**src/rtl/reg_router.sv**
```systemverilog
// Register-access router: decodes a channel from the slave's register address,
// issues one-cycle write strobes and runs a per-channel read request/ack handshake.
// Define REG_ROUTER_TIMEOUT_EN to bound the read wait by TIMEOUT cycles.
module reg_router #(
  parameter int NUM_CH    = 4,
  parameter int DATA_W    = 8,
  parameter int ADDR_W    = 7,
  parameter int BASE_ADDR = 4,
  parameter int TIMEOUT   = 15
) (
  input  logic                     clk,
  input  logic                     reset_n,
  input  logic [ADDR_W-1:0]        reg_addr,
  input  logic                     addr_dv,
  input  logic                     rxdv,
  input  logic                     rw_out,
  input  logic [DATA_W-1:0]        rx_d,
  output logic [DATA_W-1:0]        tx_d,
  output logic                     tx_en,
  output logic [NUM_CH-1:0]        wr_en,
  output logic [DATA_W-1:0]        wr_data,
  output logic [NUM_CH-1:0]        rd_req,
  input  logic [NUM_CH-1:0]        rd_ack,
  input  logic [NUM_CH*DATA_W-1:0] rd_data,
  output logic                     err,
  input  logic                     err_clr
);

  localparam int CH_W = (NUM_CH > 1) ? $clog2(NUM_CH) : 1;
  localparam logic [ADDR_W-1:0] BASE_A = ADDR_W'(BASE_ADDR);

  typedef enum logic [1:0] {
    IDLE    = 2'd0,
    RD_WAIT = 2'd1,
    RD_DONE = 2'd2
  } state_t;

  state_t              state_q, state_d;
  logic                armed_q, armed_d;
  logic [CH_W-1:0]     ch_q, ch_d;
  logic [DATA_W-1:0]   tx_d_q, tx_d_d;
  logic                tx_en_q, tx_en_d;
  logic [NUM_CH-1:0]   wr_en_q, wr_en_d;
  logic [DATA_W-1:0]   wr_data_q, wr_data_d;
  logic [NUM_CH-1:0]   rd_req_q, rd_req_d;
  logic                err_q, err_d;

`ifdef REG_ROUTER_TIMEOUT_EN
  localparam int CNT_W = $clog2(TIMEOUT + 1);
  logic [CNT_W-1:0]    cnt_q, cnt_d;
`endif

  // Address decode: an address below BASE_ADDR wraps to a large offset and misses.
  logic [ADDR_W-1:0] offset;
  logic              hit;
  logic [CH_W-1:0]   dec_ch;

  always_comb begin
    offset = reg_addr - BASE_A;
    hit    = addr_dv && (reg_addr >= BASE_A) && (32'(offset) < NUM_CH);
    dec_ch = offset[CH_W-1:0];
  end

  logic              sel_ack;
  logic [DATA_W-1:0] sel_data;

  always_comb begin
    sel_ack  = 1'b0;
    sel_data = '0;
    for (int k = 0; k < NUM_CH; k++) begin
      if (ch_q == CH_W'(k)) begin
        sel_ack  = rd_ack[k];
        sel_data = rd_data[k*DATA_W +: DATA_W];
      end
    end
  end

  // Read handshake: rd_req[ch] is held high until the channel answers with
  // rd_ack[ch] (sampled only while waiting), the access is aborted, or it times out.
  logic set_err;

  always_comb begin
    state_d   = state_q;
    armed_d   = armed_q;
    ch_d      = ch_q;
    tx_d_d    = tx_d_q;
    tx_en_d   = tx_en_q;
    wr_en_d   = '0;
    wr_data_d = wr_data_q;
    rd_req_d  = rd_req_q;
    err_d     = err_q;
    set_err   = 1'b0;
`ifdef REG_ROUTER_TIMEOUT_EN
    cnt_d     = cnt_q;
`endif

    if (addr_dv && rxdv && !rw_out && (state_q != RD_WAIT)) begin
      if (hit) begin
        wr_en_d[dec_ch] = 1'b1;
        wr_data_d       = rx_d;
      end else begin
        set_err = 1'b1;
      end
    end

    case (state_q)
      IDLE: begin
        if (addr_dv && rw_out && armed_q) begin
          armed_d = 1'b0;
          if (hit) begin
            state_d          = RD_WAIT;
            ch_d             = dec_ch;
            rd_req_d         = '0;
            rd_req_d[dec_ch] = 1'b1;
`ifdef REG_ROUTER_TIMEOUT_EN
            cnt_d            = '0;
`endif
          end else begin
            state_d = RD_DONE;
            tx_d_d  = '1;
            tx_en_d = 1'b1;
            set_err = 1'b1;
          end
        end
      end
      RD_WAIT: begin
        if (!addr_dv) begin
          rd_req_d = '0;
          state_d  = IDLE;
        end else if (sel_ack) begin
          tx_d_d   = sel_data;
          tx_en_d  = 1'b1;
          rd_req_d = '0;
          state_d  = RD_DONE;
`ifdef REG_ROUTER_TIMEOUT_EN
        end else if (cnt_q == CNT_W'(TIMEOUT - 1)) begin
          tx_d_d   = '1;
          tx_en_d  = 1'b1;
          rd_req_d = '0;
          set_err  = 1'b1;
          state_d  = RD_DONE;
        end else begin
          cnt_d = cnt_q + 1'b1;
`endif
        end
      end
      RD_DONE: begin
        if (!addr_dv || !rw_out) begin
          tx_d_d  = '0;
          tx_en_d = 1'b0;
          state_d = IDLE;
        end
      end
      default: state_d = IDLE;
    endcase

    // One read per addr_dv assertion: re-arm only while the address is idle.
    if (!addr_dv) armed_d = 1'b1;

    if (err_clr) err_d = 1'b0;
    if (set_err) err_d = 1'b1;
  end

  always_ff @(posedge clk or negedge reset_n) begin
    if (!reset_n) begin
      state_q   <= IDLE;
      armed_q   <= 1'b1;
      ch_q      <= '0;
      tx_d_q    <= '0;
      tx_en_q   <= 1'b0;
      wr_en_q   <= '0;
      wr_data_q <= '0;
      rd_req_q  <= '0;
      err_q     <= 1'b0;
`ifdef REG_ROUTER_TIMEOUT_EN
      cnt_q     <= '0;
`endif
    end else begin
      state_q   <= state_d;
      armed_q   <= armed_d;
      ch_q      <= ch_d;
      tx_d_q    <= tx_d_d;
      tx_en_q   <= tx_en_d;
      wr_en_q   <= wr_en_d;
      wr_data_q <= wr_data_d;
      rd_req_q  <= rd_req_d;
      err_q     <= err_d;
`ifdef REG_ROUTER_TIMEOUT_EN
      cnt_q     <= cnt_d;
`endif
    end
  end

  assign tx_d    = tx_d_q;
  assign tx_en   = tx_en_q;
  assign wr_en   = wr_en_q;
  assign wr_data = wr_data_q;
  assign rd_req  = rd_req_q;
  assign err     = err_q;

endmodule

```
**config.mk**
```make
export PLATFORM = sky130hd
export DESIGN_NAME = reg_router
export DESIGN_NICKNAME = d
export VERILOG_FILES = /design/src/rtl/reg_router.sv
export SDC_FILE = /design/constraint.sdc
export NUM_CORES = 1
export LEC_CHECK = 0
export BUFFER_PORTS_ARGS = -buffer_cell sky130_fd_sc_hd__buf_2
export CAP_MARGIN = 20
export CORE_MARGIN = 5
export CORE_UTILIZATION = 45
export DETAILED_ROUTE_END_ITERATION = 16
export PLACE_DENSITY = 0.87
export SLEW_MARGIN = 10
export SYNTH_ARGS = -nofsm -noshare
export SYNTH_HDL_FRONTEND = slang
export SYNTH_SLANG_ARGS = --single-unit
```
**constraint.sdc**
```tcl
create_clock -name clk -period 1.95 [get_ports clk]
set_input_delay 0.195 -clock clk [delete_from_list [all_inputs] [get_ports clk]]
set_output_delay 0.195 -clock clk [all_outputs]
set_load 0.02 [all_outputs]
```
==> impl_metrics.py, run 1 <==
metrics = {
    "routing": {
        "avgViaCountPerCell": 5.13,
        "antenna_left": 0,
        "remaining_drc_errors": 0,
        "drt_iter0_drc": 56,
        "drt_wl_total_um": 4260,
        "drt_first_pass_iters": 4,
        "wl_per_cell_um": 14.7,
        "routed-via-count": 1483,
    },
    "timing": {
        "rsz0062_at_grt": "no",
        "fmax_mhz": 586,
        "fin_setup_tns_ns": 0,
        "slew_headroom_pct": 55.3,
        "hold_violations": 0,
        "whs_ns": 0.0950,
        "min_period_over_period_pct": 87.4,
        "setup_viol": 0,
        "finalCriticalPeriod_ns": 1.71,
        "worst_slew_pin_slew_ns": 0.670,
        "fin_skew_ns": 0.00475,
        "drv_slew": 0,
    },
    "logic_synthesis": {
        "synth.top_cell.area_share_pct": 42.8,
        "synth_area_per_cell_um2": 11.9,
        "ys_seq_elements": 31,
        "synth_nets": 205,
        "syn_area_um2": 1750,
        "yosysTopAreaCell": "dfrtp_1",
        "yosysWarnings": 0,
        "synth.area.top_cells": "dfrtp_1 43%, mux4_2 12%, mux2i_1 6.8%, mux2_2 6.4%, o21ai_0 2.6%",
        "ys_seq_area_share_pct": 44.3,
        "ys_types": 36,
        "netlist_instances": 147,
    },
    "grt": {
        "gr-total-overflow": 0,
        "antenna_found_initial": 0,
        "grtUsageTotal_pct": 17.4,
        "first_global_vias": 1592,
        "grt_max_degree": 32,
        "grt_first_pass_wirelength_um": 7160,
    },
    "outcome": {
        "status": "complete, no violations",
    },
    "die": {
        "die_h_um": 72.4,
        "initial_core_util_pct": 47.2,
        "io_pins": 83,
        "die_area_um2": 5250,
        "die_width_um": 72.4,
        "placeableCoreArea_um2": 3720,
        "rows": 22,
    },
    "clock_network": {
        "path_clk_slew_ns": 0.07,
        "cts_setup_buffers": 0,
        "worstSkewPairLatency_ns": 0.28,
        "cts_tree": "done",
        "ctsHtreeMaxLevel": 2,
        "clockBufferDepth": 2,
        "cts-root-buf": "clkbuf_8",
        "ctsHoldBuffers": 1,
        "cts_inserted_buffers": 5,
        "cts.sinks": 31,
        "cts_resized": 0,
    },
    "power_and_ir_drop": {
        "p_int_mw": 1.22,
        "p_sw_share_pct": 28.5,
        "p_leak_nw": 1.26,
        "p_per_area_nw_per_um2": 723,
        "irDropWorstVdd_uv": 424,
        "combPwrFrac_pct": 23.7,
        "seqPwrFrac_pct": 43.5,
        "power.share.clock_pct": 32.7,
        "switching_power_mw": 0.487,
    },
    "finish": {
        "fillers": 311,
        "area_growth_pct": 34.7,
        "final_cell_mix": "82 x buf_2, 30 x dfrtp_1, 12 x mux2i_1",
        "drive_above_1_share_pct": 53.9,
        "antenna_cells": 0,
        "finalInstanceArea_um2": 2360,
        "final_common_cell": "buf_2",
        "nets": 298,
        "post-route-util_pct": 63.6,
    },
    "placed_design": {
        "io_buffers": 82,
        "dpl_cell_area_um2": 2250,
        "routabilityCongestion": 0.769,
        "dp_hpwl_um": 3370,
    },
    "critical_path": {
        "crit_family": "compound AO/OA/AOI/OAI gates",
        "path_cells": "or2_2 > o221ai_1 > o311ai_4 > buf_4 > mux2i_1",
        "cp.required_ns": 2.11,
        "critPathArrivalTime_ns": 1.87,
        "start_kind": "flop",
        "path_buf_inv": 1,
        "crit_path_end_kind": "flop",
        "cp_slowest_cell": "dfrtp_1",
        "crit_type": "flop to flop",
        "crit_fanout": 8,
        "crit_path_max_incr_delay_ns": 0.46,
    },
    "worst_hold_path": {
        "hold_class": "input port to flop",
    },
    "flow_run": {
        "maxCapViolCount": 0,
    },
}
==> worst paths after layout <==
check,startpoint,endpoint,slack (ns),depth (start not counted)
max,state_q[1]$_DFFE_PN0P_,tx_d[1]$_DFFE_PN0P_,0.24,5
min in group asynchronous,reset_n,tx_d[4]$_DFFE_PN0P_,0.47,2
max reg2reg,state_q[1]$_DFFE_PN0P_,tx_d[1]$_DFFE_PN0P_,0.24,5
min,err_clr,err$_DFFE_PN0P_,0.1,2
max in group asynchronous,reset_n,err$_DFFE_PN0P_,1.03,2
min reg2reg,armed_q$_DFFE_PN1P_,armed_q$_DFFE_PN1P_,0.49,2
==> worst register-to-register path: cells and delay by family (launching register included) <==
family / cells / cell delay, ns
mux: 1 / 0.12
simple gates: 1 / 0.32
buf+inv: 1 / 0.20
compound gates: 2 / 0.49
flops: 1 / 0.46
==> logic make-up (layout without fill, tap and decap cells) <==
| group | count (synthesis) | in the layout | share of synthesized area [%] |
|---|---|---|---|
| AOI/OAI and AO/OA | 21 | 21 | 9.20 |
| xor gates and xnor gates | 1 | 1 | 0.499 |
| adders and majority gates | 1 | 1 | 0.713 |
| buffers and inverters | 18 | 112 | 5.21 |
| DFF | 31 | 31 | 44.3 |
| muxes | 33 | 33 | 26.5 |
| and+or+nand+nor | 42 | 42 | 13.6 |
==> flip-flops by register name, summed over array words and instances (netlist names) <==
name,flops
armed_q,1
ch_q,2
err,1
rd_req,4
state_q,2
tx_d,8
tx_en,1
wr_data,8
wr_en,4
==> cells in the mapped netlist, drive strengths merged <==
library cell	instances
dfrtp	30
mux2i	12
mux2	12
nand3	4
a311oi	1
buf	5
a21oi	2
inv	10
mux4	9
and2	1
nor2b	4
o221a	2
or3	2
a211o	1
o21ai	9
nand2b	7
nand2	11
dfstp	1
or4	1
ha	1
nor2	6
o221ai	1
or2	2
clkbuf	3
xnor2	1
o311ai	1
o32ai	1
o211ai	2
nand4	1
and4b	1
a21boi	1
nor3b	2
==> area by class of cell <==
class | count | area [um^2] | share of cell area [%]
clock buffers | 8 | 100 | 4.24
inverters | 10 | 37.5 | 1.59
multi-input cells | 98 | 886 | 37.5
flip-flops and latches | 31 | 777 | 32.9
well taps | 48 | 60.1 | 2.54
repair buffers | 94 | 503 | 21.3
==> routing by layer <==
metal	part of all wire (%)	GRT usage (%)
met5	0	0
met4	0.94	4.30
met3	11	7.76
met2	46	27.1
met1	42	22.1
==> power by group through the flow <==
stage,Combinational (mW),Sequential (mW),Clock [mW]
finish,0.406,0.744,0.559
global route,0.447,0.753,0.613
CTS,0.414,0.744,0.581
detailed placement,0.411,0.755,0
global placement,0.403,0.753,0
floorplan,0.179,0.819,0
==> stage by stage <==
step | setup WS (ns) | std cells | power (mW)
5_1_grt | 0.143 | 289 | 1.81
2_1_floorplan | 0.116 | 147 | 0.998
6_report | 0.245 | 289 | 1.71
4_1_cts | 0.216 | 289 | 1.74
3_5_place_dp | 0.0964 | 280 | 1.17
3_3_place_gp | 0.136 | 280 | 1.16
Power figures use the tool's default switching activity.
==> inputs of run 2 (changes only) <==
--- a/config.mk
+++ b/config.mk
@@ -10,7 +10,7 @@
 export CORE_MARGIN = 5
 export CORE_UTILIZATION = 45
 export DETAILED_ROUTE_END_ITERATION = 16
-export PLACE_DENSITY = 0.87
+export PLACE_DENSITY = 0.78
 export SLEW_MARGIN = 10
 export SYNTH_ARGS = -nofsm -noshare
 export SYNTH_HDL_FRONTEND = slang
==> run 2 against run 1 <==
Compared with the run above:
- global-route usage fell by 0.44 points
- critical path type unchanged
- total power decreased by 5.0%
- final cell count unchanged
- highest routed layer unchanged
- setup slack worse by 0.049 ns
- via count is 0.61% higher
- first-iteration DRC count is 66% higher
- largest power group unchanged
- hold slack worse by 0.0079 ns
- flip-flop and latch count is the same
==> impl_metrics.py, run 2 (synthesized netlist as in run 1, its figures left out) <==
metrics = {
    "outcome": {
        "status": "complete, no violations",
    },
    "timing": {
        "rsz0062_at_grt": "no",
        "fin_skew_ns": 0.00350,
        "min_period_over_period_pct": 90.0,
        "slew_headroom_pct": 55.2,
        "hold_violations": 0,
        "setup_viol": 0,
        "fin_setup_tns_ns": 0,
        "finalCriticalPeriod_ns": 1.75,
        "worst_slew_pin_slew_ns": 0.672,
        "whs_ns": 0.0871,
        "drv_slew": 0,
        "fmax_mhz": 570,
    },
    "clock_network": {
        "cts-root-buf": "clkbuf_8",
        "ctsHtreeMaxLevel": 2,
        "path_clk_slew_ns": 0.06,
        "worstSkewPairLatency_ns": 0.28,
        "clockBufferDepth": 2,
        "cts_setup_buffers": 0,
        "cts_resized": 0,
        "ctsHoldBuffers": 1,
        "cts.sinks": 31,
        "cts_inserted_buffers": 5,
        "cts_tree": "done",
    },
    "routing": {
        "drt_first_pass_iters": 4,
        "wl_per_cell_um": 14.5,
        "drt_iter0_drc": 93,
        "avgViaCountPerCell": 5.16,
        "antenna_left": 0,
        "drt_wl_total_um": 4180,
        "remaining_drc_errors": 0,
        "routed-via-count": 1492,
    },
    "grt": {
        "gr-total-overflow": 0,
        "first_global_vias": 1570,
        "grt_first_pass_wirelength_um": 6960,
        "grt_max_degree": 32,
        "antenna_found_initial": 0,
        "grtUsageTotal_pct": 16.9,
    },
    "die": {
        "rows": 22,
        "die_width_um": 72.4,
        "die_h_um": 72.4,
        "initial_core_util_pct": 47.2,
        "placeableCoreArea_um2": 3720,
        "io_pins": 83,
        "die_area_um2": 5250,
    },
    "critical_path": {
        "crit_path_end_kind": "flop",
        "crit_fanout": 5,
        "critPathArrivalTime_ns": 1.92,
        "cp.required_ns": 2.12,
        "crit_type": "flop to flop",
        "start_kind": "flop",
        "reg2regPathDepth": 3,
        "ff2ff_setup_slack_ns": 0.20,
    },
    "finish": {
        "final_cell_mix": "82 x buf_2, 30 x dfrtp_1, 12 x mux2i_1",
        "fillers": 320,
        "nets": 298,
        "drive_above_1_share_pct": 53.5,
        "final_common_cell": "buf_2",
        "area_growth_pct": 33.7,
        "finalInstanceArea_um2": 2340,
        "antenna_cells": 0,
    },
    "power_and_ir_drop": {
        "irDropWorstVdd_uv": 404,
        "p_per_area_nw_per_um2": 693,
        "p_leak_nw": 1.25,
    },
    "placed_design": {
        "io_buffers": 82,
        "routabilityCongestion": 0.754,
        "dp_hpwl_um": 3300,
        "dpl_cell_area_um2": 2250,
    },
    "flow_run": {
        "maxCapViolCount": 0,
    },
    "worst_hold_path": {
        "worstHoldPathCells": 2,
        "hold_class": "input port to flop",
    },
}
==> run 2: cell types whose count changed in the layout (fill, tap and decap cells not counted) <==
cell,before,now
clkbuf_1,1,2
clkbuf_8,7,5
clkinv_2,0,1
==> run 2: layout make-up <==
type	count	area [um^2]	area share (%)
Tap cell	48	60.1	2.56
Clock buffer	7	76.3	3.26
Sequential cell	31	777	33.1
Inverter	10	37.5	1.60
Timing Repair Buffer	94	503	21.5
Clock inverter	1	5.00	0.213
Multi-Input combinational cell	98	886	37.8
==> run 2: routing by layer <==
metal | global-route usage [%] | up-vias | wire length [um]
li1 | - | 714 | -
met1 | 20.5 | 711 | 1720
met2 | 27.0 | 61 | 1970
met3 | 8.31 | 6 | 459
met4 | 4.30 | 0 | 38
met5 | 0 | - | 0
==> run 2: path summary, 6_finish.rpt <==
check | start | to
min in group asynchronous | reset_n | err$_DFFE_PN0P_
min reg2reg | armed_q$_DFFE_PN1P_ | armed_q$_DFFE_PN1P_
min | err_clr | err$_DFFE_PN0P_
max reg2reg | ch_q[0]$_DFFE_PN0P_ | tx_d[7]$_DFFE_PN0P_
max | ch_q[0]$_DFFE_PN0P_ | tx_d[7]$_DFFE_PN0P_
max in group asynchronous | reset_n | wr_data[5]$_DFFE_PN0P_
==> run 2: per-stage QoR <==
step,setup slack (ns),std cells,utilization (%),total power [mW]
final,0.196,289,63.1,1.62
after global routing,0.101,289,63.1,1.73
after CTS,0.204,289,63.1,1.65
after detailed placement,0.0362,280,60.6,1.17
after global placement,0.0843,280,60.6,1.16
after floorplan,0.116,147,-,0.998
==> run 2: worst max-delay path: stages, from the launching register on <==
cell     delay (ns)
dfrtp_1        0.46
mux4_2         0.60
mux2_2         0.31
o221a_2        0.27
==> run 2: report_power, final <==
group,switching (mW),internal [mW]
clock network,0.223,0.250
registers,0.0407,0.704
logic,0.211,0.196
total,0.474,1.15
